## config.mk

```make
export PLATFORM = sky130hd
export DESIGN_NAME = serial_adder_unit_flat
export DESIGN_NICKNAME = d
export VERILOG_FILES = /design/src/rtl/serial_adder_pkg.sv /design/src/rtl/serial_adder_if.sv /design/src/rtl/serial_adder_unit_fa_cell.sv /design/src/rtl/serial_adder_unit.sv /design/src/flat_wrapper.sv
export SDC_FILE = /design/constraint.sdc
export NUM_CORES = 1
export LEC_CHECK = 0
export CAP_MARGIN = 20
export CORE_MARGIN = 2
export CORE_UTILIZATION = 55
export DETAILED_ROUTE_END_ITERATION = 6
export PLACE_DENSITY_LB_ADDON = 0.25
export REMOVE_ABC_BUFFERS = 1
export SKIP_LAST_GASP = 1
export SYNTH_ARGS = -nofsm -noshare
export SYNTH_HDL_FRONTEND = slang
export SYNTH_SLANG_ARGS = --single-unit
```

## constraint.sdc

```tcl
create_clock -name clk -period 2.7 [get_ports clk]
set_clock_uncertainty 0.05 [all_clocks]
set_input_delay 0.27 -clock clk [delete_from_list [all_inputs] [get_ports clk]]
set_output_delay 0.27 -clock clk [all_outputs]
set_load 0.02 [all_outputs]
```

## src/rtl/serial_adder_pkg.sv

```systemverilog
// Shared definitions for the bit-serial adder/subtractor.
package serial_adder_pkg;

  typedef enum logic {
    ST_IDLE = 1'b0,
    ST_RUN  = 1'b1
  } state_e;

endpackage

```

## src/rtl/serial_adder_if.sv

```systemverilog
// Start/done handshake, operands and result flags of the serial adder.
interface serial_adder_if #(
  parameter int unsigned WIDTH = 8
);

  logic             start;
  logic             sub;
  logic [WIDTH-1:0] a;
  logic [WIDTH-1:0] b;
  logic             ready;
  logic             done;
  logic [WIDTH-1:0] sum;
  logic             cout;
  logic             ovf;

  modport master (
    output start, sub, a, b,
    input  ready, done, sum, cout, ovf
  );

  modport slave (
    input  start, sub, a, b,
    output ready, done, sum, cout, ovf
  );

endinterface

```

## src/rtl/serial_adder_unit_fa_cell.sv

```systemverilog
// Single-bit combinational full adder used as the serial datapath cell.
module fa_cell (
  input  logic a,
  input  logic b,
  input  logic cin,
  output logic s,
  output logic co
);

  assign s  = a ^ b ^ cin;
  assign co = (a & b) | (cin & (a ^ b));

endmodule

```

## src/rtl/serial_adder_unit.sv

```systemverilog
// Bit-serial adder/subtractor: LSB-first, one full-adder cell and a carry flop,
// WIDTH clocks per operation with a start/done handshake.
module serial_adder_unit
  import serial_adder_pkg::*;
#(
  parameter int unsigned WIDTH = 8
) (
  input  logic           clk,
  input  logic           rst_n,
  serial_adder_if.slave  bus
);

  localparam int unsigned CNT_W = $clog2(WIDTH) + 1;

  state_e           state_q;
  state_e           state_d;
  logic             accept_c;
  logic             last_c;

  logic [WIDTH-1:0] a_sh_q;
  logic [WIDTH-1:0] b_sh_q;
  logic [WIDTH-2:0] r_q;
  logic [CNT_W-1:0] cnt_q;
  logic             carry_q;

  logic             ready_q;
  logic             done_q;
  logic [WIDTH-1:0] sum_q;
  logic             cout_q;
  logic             ovf_q;

  logic             bit_c;
  logic             co_c;
  logic [WIDTH-1:0] r_next_c;

  fa_cell u_fa (
    .a   (a_sh_q[0]),
    .b   (b_sh_q[0]),
    .cin (carry_q),
    .s   (bit_c),
    .co  (co_c)
  );

  // Result bits enter at the MSB so the final shift leaves the sum aligned.
  assign r_next_c = {bit_c, r_q};

  always_ff @(posedge clk or negedge rst_n) begin
    if (!rst_n) state_q <= ST_IDLE;
    else        state_q <= state_d;
  end

  always_comb begin
    state_d  = state_q;
    accept_c = 1'b0;
    last_c   = 1'b0;
    case (state_q)
      ST_IDLE: begin
        if (bus.start) begin
          accept_c = 1'b1;
          state_d  = ST_RUN;
        end
      end
      ST_RUN: begin
        if (cnt_q == CNT_W'(WIDTH - 1)) begin
          last_c  = 1'b1;
          state_d = ST_IDLE;
        end
      end
      default: state_d = ST_IDLE;
    endcase
  end

  // Subtraction is a + ~b + 1, the +1 entering as the initial carry.
  always_ff @(posedge clk or negedge rst_n) begin
    if (!rst_n) begin
      a_sh_q  <= '0;
      b_sh_q  <= '0;
      r_q     <= '0;
      cnt_q   <= '0;
      carry_q <= 1'b0;
      ready_q <= 1'b1;
      done_q  <= 1'b0;
      sum_q   <= '0;
      cout_q  <= 1'b0;
      ovf_q   <= 1'b0;
    end else begin
      done_q <= 1'b0;
      if (accept_c) begin
        a_sh_q  <= bus.a;
        b_sh_q  <= bus.sub ? ~bus.b : bus.b;
        carry_q <= bus.sub;
        cnt_q   <= '0;
        ready_q <= 1'b0;
      end else if (state_q == ST_RUN) begin
        a_sh_q  <= a_sh_q >> 1;
        b_sh_q  <= b_sh_q >> 1;
        r_q     <= r_next_c[WIDTH-1:1];
        carry_q <= co_c;
        cnt_q   <= cnt_q + CNT_W'(1);
        if (last_c) begin
          // carry_q here is still the carry into the MSB.
          sum_q   <= r_next_c;
          cout_q  <= co_c;
          ovf_q   <= carry_q ^ co_c;
          done_q  <= 1'b1;
          ready_q <= 1'b1;
        end
      end
    end
  end

  assign bus.ready = ready_q;
  assign bus.done  = done_q;
  assign bus.sum   = sum_q;
  assign bus.cout  = cout_q;
  assign bus.ovf   = ovf_q;

endmodule
```

## src/flat_wrapper.sv

```systemverilog
// flat-port wrapper written by rule: the top's interface ports become plain ports
module serial_adder_unit_flat import serial_adder_pkg::*;
#(
  parameter int unsigned WIDTH = 8
)
  (clk, rst_n, bus_start, bus_sub, bus_a, bus_b, bus_ready, bus_done, bus_sum, bus_cout, bus_ovf);
  serial_adder_if #(.WIDTH(WIDTH)) bus_i ();
  input  logic clk;
  input  logic rst_n;
  input wire logic [$bits(bus_i.start)-1:0] bus_start;
  input wire logic [$bits(bus_i.sub)-1:0] bus_sub;
  input wire logic [$bits(bus_i.a)-1:0] bus_a;
  input wire logic [$bits(bus_i.b)-1:0] bus_b;
  output wire logic [$bits(bus_i.ready)-1:0] bus_ready;
  output wire logic [$bits(bus_i.done)-1:0] bus_done;
  output wire logic [$bits(bus_i.sum)-1:0] bus_sum;
  output wire logic [$bits(bus_i.cout)-1:0] bus_cout;
  output wire logic [$bits(bus_i.ovf)-1:0] bus_ovf;
  assign bus_i.start = bus_start;
  assign bus_i.sub = bus_sub;
  assign bus_i.a = bus_a;
  assign bus_i.b = bus_b;
  assign bus_ready = bus_i.ready;
  assign bus_done = bus_i.done;
  assign bus_sum = bus_i.sum;
  assign bus_cout = bus_i.cout;
  assign bus_ovf = bus_i.ovf;
  serial_adder_unit #(.WIDTH(WIDTH)) u_core (.clk(clk), .rst_n(rst_n), .bus(bus_i));
endmodule
```

==> qor.txt, run 1 <==
status = complete, but fails checks
failing checks = negative hold slack
Synth top area share = 0.555
CP top delay family = buffers and inverters
GRT met2 Usage = 0.309
worst skew pair latency = 340 ps
count of flip-flops with a built-in enable after synthesis = 0
Initial Utilization = 0.586
cell area after layout = 0.00220 sq mm
Worst path max stage delay = 600 ps
M3 GR Usage = 0.0567
total power = 2.24 mW
initial antenna violation count = 0
global-route wire length before repair = 4.95 mm
H-tree depth = 2
Worst R2R Path Depth = 4
Peak Freq = 0.550 GHz
area grow syn2layout = 21.7%
Final Critical Period = 1820 ps
CP Launch Type = flip-flop
cells along the critical path = clkdlybuf4s50_1
Post-CTS Setup Inserts = 0
P_leak = 1.02 nW
synthesis-stage register bit count = 41
Final Non-Filler Cells = 220
Main synth FF type = dfrtp_1
die width = 61.3 um
CORE AREA = 0.00308 sq mm
Fin Setup TNS = 0 ps
Worst EP required = 2380 ps
area post-placement = 0.00213 sq mm
maximum vdd drop = 0.460 mV
WL per Instance = 13.6 um
Clock Pin Slew Worst Setup and Hold Paths = 120 ps
final net count = 197
Synth area leader = dfrtp_1
1st-iter DRT viols = 42
IO Pins = 32
DR vias = 1,129
Worst setup EP type = primary output
Root Buffer Master = clkbuf_4
vias in the first global route = 1,115
gp weighted congestion = 0.732
final-report setup violation count = 0
Slew @ Worst Pin = 869 ps
fin crit share = 0.673
largest cells by area after synthesis = dfrtp_1 55%, mux2_2 6.9%, mux2i_1 5.0%, o21ai_0 5.0%, mux2_4 5.0%
CTS Hold Buffers Added = 0
relative slew slack = 0.421
Netlist cell types = 26
placed instance count = 212
maximum clock path buffer count = 2
row count = 20
die area = 0.00375 sq mm
post-DP HPWL = 2.13 mm
Worst Path Arrival = 1500 ps
Hold Crit Class = input port to asynchronous set/reset pin
total CTS buffers = 5
die height = 61.3 um
GR Util met1 = 0.218
All-Layer GR Usage = 0.184
RSZ-0062 raised after global routing = false
vias per inst = 5.13
CTS resizes = 0
Power Dens Cells = 1020 mW/mm^2
layout cells sized above 1 = 0.170
Mapped Cells = 144
CP max FO = 2
Slew Viols, Final = 0
R2R Path Start = u_core.state_q
Seq/Total Area, Yosys = 0.569
final WL = 2.99 mm
drt drc = 0
Crit path buffers/inverters = 1
Commonest cells post-synth = 40 x dfrtp_1, 18 x o21ai_0, 13 x nand2_1
Synth Warn # = 0
most frequent cell after synthesis = dfrtp_1
share of async-settable or async-resettable flops after synthesis = 1.00
Mapped Area = 0.00180 sq mm
drt pass-1 iters = 4
CTS tree = yes
reg2reg setup slack = 1220 ps
final hold slack = -14.4 ps
Avg Cell Area, Syn = 12.5 sq um
n_diodes = 0
CP Class = flip-flop to primary output
final hold violations = 40
PortBufs = 31
remaining antenna violation count = 0
global route overflow = 0
reg-to-reg endpoint = u_core.b_sh_q[0]
max_cap viols = 0
largest net degree at the start of global routing = 46
Sink Count = 41
slowest CP cell = clkdlybuf4s50_1
layer with the highest usage = met2
[through the flow]
step / setup WS (ps) / hold slack [ps] / utilization
2_1_floorplan: 759 / -75.6 / -
3_3_place_gp: 902 / 372 / 0.691
3_5_place_dp: 859 / 388 / 0.691
4_1_cts: 871 / 4.51 / 0.713
5_1_grt: 830 / 36.2 / 0.713
6_report: 883 / -14.4 / 0.713
[final cells by class]
type                       instances  area, sq um
sequential                        41         1030
fill                             241          882
multi-input combinational         92          716
timing repair buffer              33          320
clock buffer                       7         65.1
tap                               44         55.1
inverter                           2         7.51
clock inverter                     1         5.00
[cell usage in the layout, fill, tap and decap left out, types with 4 or more instances in the layout]
cell type,n
clkdlybuf4s50_1,30
xnor2_1,9
o21ai_0,18
nand2_1,13
nor3b_1,5
mux2i_1,9
a21oi_1,6
mux2_2,11
mux2_4,6
nor2_1,4
clkbuf_4,5
dfrtp_1,40
[logic make-up after synthesis]
logic type               Yosys count  synth area share
adder cells (fa/ha/maj)            2            0.0180
multiplexers                      26             0.169
flip-flops                        41             0.569
AO/OA/AOI/OAI                     29            0.0874
buffers and inverters             11            0.0340
AND/OR/NAND/NOR                   26            0.0791
XOR/XNOR                           9            0.0437
[per-layer routing]
metal	routed length, um	vias up
met2	1480	28
li1	-	557
met4	34	0
met1	1310	540
met5	0	-
met3	162	4
[state kept, by name, indices dropped and copies added (netlist names)]
signal            cells
u_core.bus.done       1
u_core.carry_q        1
u_core.r_q            7
u_core.state_q        1
u_core.b_sh_q         8
u_core.bus.ready      1
u_core.bus.sum        8
u_core.bus.cout       1
u_core.bus.ovf        1
u_core.cnt_q          4
u_core.a_sh_q         8
[how the worst max path moves through the flow]
stage | slack (ps) | cells after the start | startpoint | end
floorplan | 760 | 2 | u_core.state_q | u_core.bus.sum[0]
global placement | 900 | 3 | bus_start | u_core.cnt_q[0]
detailed placement | 860 | 4 | bus_start | u_core.carry_q
CTS | 870 | 1 | u_core.bus.ready | bus_ready
global route | 830 | 1 | u_core.bus.ready | bus_ready
finish | 880 | 1 | u_core.bus.ready | bus_ready
[report_power, final]
part / internal (mW) / switching [mW]
sequential: 0.868 / 0.157
clock: 0.151 / 0.188
combinational: 0.473 / 0.404
total: 1.49 / 0.750
No activity file was read; power rests on OpenSTA's default activity.
==> inputs of run 2 (changes only) <==
- CORE_UTILIZATION: 55 -> 46
- clock period: 2.7 -> 1.65 ns (I/O delays scaled with it)
==> qor.txt, run 2 (synthesis results as in run 1) <==
Sink Count = 41 (unchanged)
Peak Freq = 0.680 GHz
die area = 0.00444 sq mm (+18%)
combinational share of power = 0.387 (-0.004)
Worst Path Arrival = 1250 ps (-250 ps)
P_leak = 1.06 nW (+3.5%)
global route overflow = 0 (unchanged)
RSZ-0062 raised after global routing = false
sw power = 1.24 mW (+65%)
sw frac = 0.330 (-0.00473)
Crit path buffers/inverters = 1 (unchanged)
commonest non-fill, non-tap cell in the layout = dfrtp_1
All-Layer GR Usage = 0.160 (-0.0243)
final net count = 202 (+2.5%)
final hold violations = 0 (-100%)
worst skew pair latency = 290 ps (-50 ps)
Final Critical Period = 1470 ps
1st-iter DRT viols = 45 (+7.1%)
fin crit share = 0.891
slowest CP cell = clkdlybuf4s50_1
Worst setup EP type = primary output
Clock Pin Slew Worst Setup and Hold Paths = 80 ps (-40 ps)
CP Launch Type = flip-flop
Seq pwr share = 0.448 (-0.009)
Power Dens Cells = 1650 mW/mm^2 (+62%)
die height = 66.6 um (+8.7%)
CTS tree = yes
Worst EP required = 1430 ps (-950 ps)
initial antenna violation count = 0 (unchanged)
WL per Instance = 12.9 um (-4.8%)
global-route wire length before repair = 5.26 mm (+6.3%)
row count = 22 (+10%)
Clock Power Share = 0.165 (+0.014)
Root Buffer Master = clkbuf_8
Util after Layout = 0.613 (-0.101)
Slew Viols, Final = 0 (unchanged)
maximum clock path buffer count = 2 (unchanged)
H-tree depth = 2 (unchanged)
IO Pins = 32 (unchanged)
final WL = 2.96 mm (-0.94%)
area grow syn2layout = 26.2%
DR vias = 1,157 (+2.5%)
drt drc = 0 (unchanged)
PortBufs = 31 (unchanged)
layout cells sized above 1 = 0.182 (+0.0119)
drt pass-1 iters = 3 (-1)
relative slew slack = 0.699 (+0.278)
Initial Utilization = 0.486 (-0.101)
Worst path max stage delay = 610 ps (about the same)
Slew @ Worst Pin = 450 ps (-418 ps)
largest net degree at the start of global routing = 23 (-50%)
CP top delay family = buffers and inverters
Hold Crit Class = input port to asynchronous set/reset pin
CORE AREA = 0.00372 sq mm (+21%)
internal power = 2.52 mW (+69%)
maximum vdd drop = 0.669 mV (+46%)
vias in the first global route = 1,193 (+7.0%)
max_cap viols = 0 (unchanged)
vias per inst = 5.05 (-1.5%)
final-report setup violation count = 0 (unchanged)
remaining antenna violation count = 0 (unchanged)
post-DP HPWL = 2.18 mm (+2.6%)
cells along the critical path = clkdlybuf4s50_1
gp weighted congestion = 0.759 (+3.6%)
CP Class = flip-flop to primary output
die width = 66.6 um (+8.7%)
n_diodes = 0 (unchanged)
CP max FO = 2 (unchanged)
status = completed
most frequent cells in the layout = 40 x dfrtp_1, 29 x clkdlybuf4s50_1, 18 x o21ai_0
final hold slack = 292 ps (+306 ps)
total CTS buffers = 5 (unchanged)
## run 2: metrics by stage
step	instances	instance area [sq um]	total power, mW	setup TNS (ps)	setup slack [ps]
global placement	220	2190	3.13	0	169
detailed placement	220	2190	3.19	0	136
global route	229	2280	4.05	0	108
floorplan	135	1750	2.60	-3020	-291
finish	229	2280	3.76	0	180
CTS	229	2280	3.81	0	165
## run 2: worst paths after layout
path                              startpoint                 to  slack [ps]  cells after the start
max                        u_core.bus.sum[0]         bus_sum[0]         180                      1
min                                    rst_n  u_core.bus.sum[4]         290                      2
max reg2reg                  u_core.cnt_q[0]  u_core.bus.sum[7]         190                      3
min reg2reg                 u_core.bus.ready   u_core.bus.ready         420                      2
max in group asynchronous              rst_n   u_core.a_sh_q[7]         780                      3
min in group clk            u_core.bus.ready   u_core.bus.ready         420                      2
## run 2: cell type report
cell class                      instances  area, sq um
Fill cell                             317         1440
Sequential cell                        41         1030
Multi-Input combinational cell         92          716
Timing Repair Buffer                   38          384
Clock buffer                            6         72.6
Tap cell                               48         60.1
Clock inverter                          2         10.0
Inverter                                2         7.51
## run 2: metal layers
metal  up-vias  global-route usage  part of all wire
li1        568                   -                 -
met1       560               0.180              0.45
met2        24               0.281              0.49
met3         5              0.0557             0.045
met4         0              0.0536             0.015
met5         -                   0                 0
## run 2: power groups by stage
stage | clock, mW | combinational, mW | sequential (mW)
2_1_floorplan | 0 | 0.717 | 1.88
5_1_grt | 0.692 | 1.61 | 1.74
6_report | 0.620 | 1.45 | 1.68
3_3_place_gp | 0 | 1.44 | 1.69
3_5_place_dp | 0 | 1.48 | 1.71
4_1_cts | 0.644 | 1.48 | 1.69
## run 2: timing repair
action                                  in CTS  in global routing
buffers inserted                             0                  0
endpoints found under the hold margin       18                  0
gates resized for setup                      1                  0
endpoints found under the setup margin       1                  0
hold buffers                                 1                  0
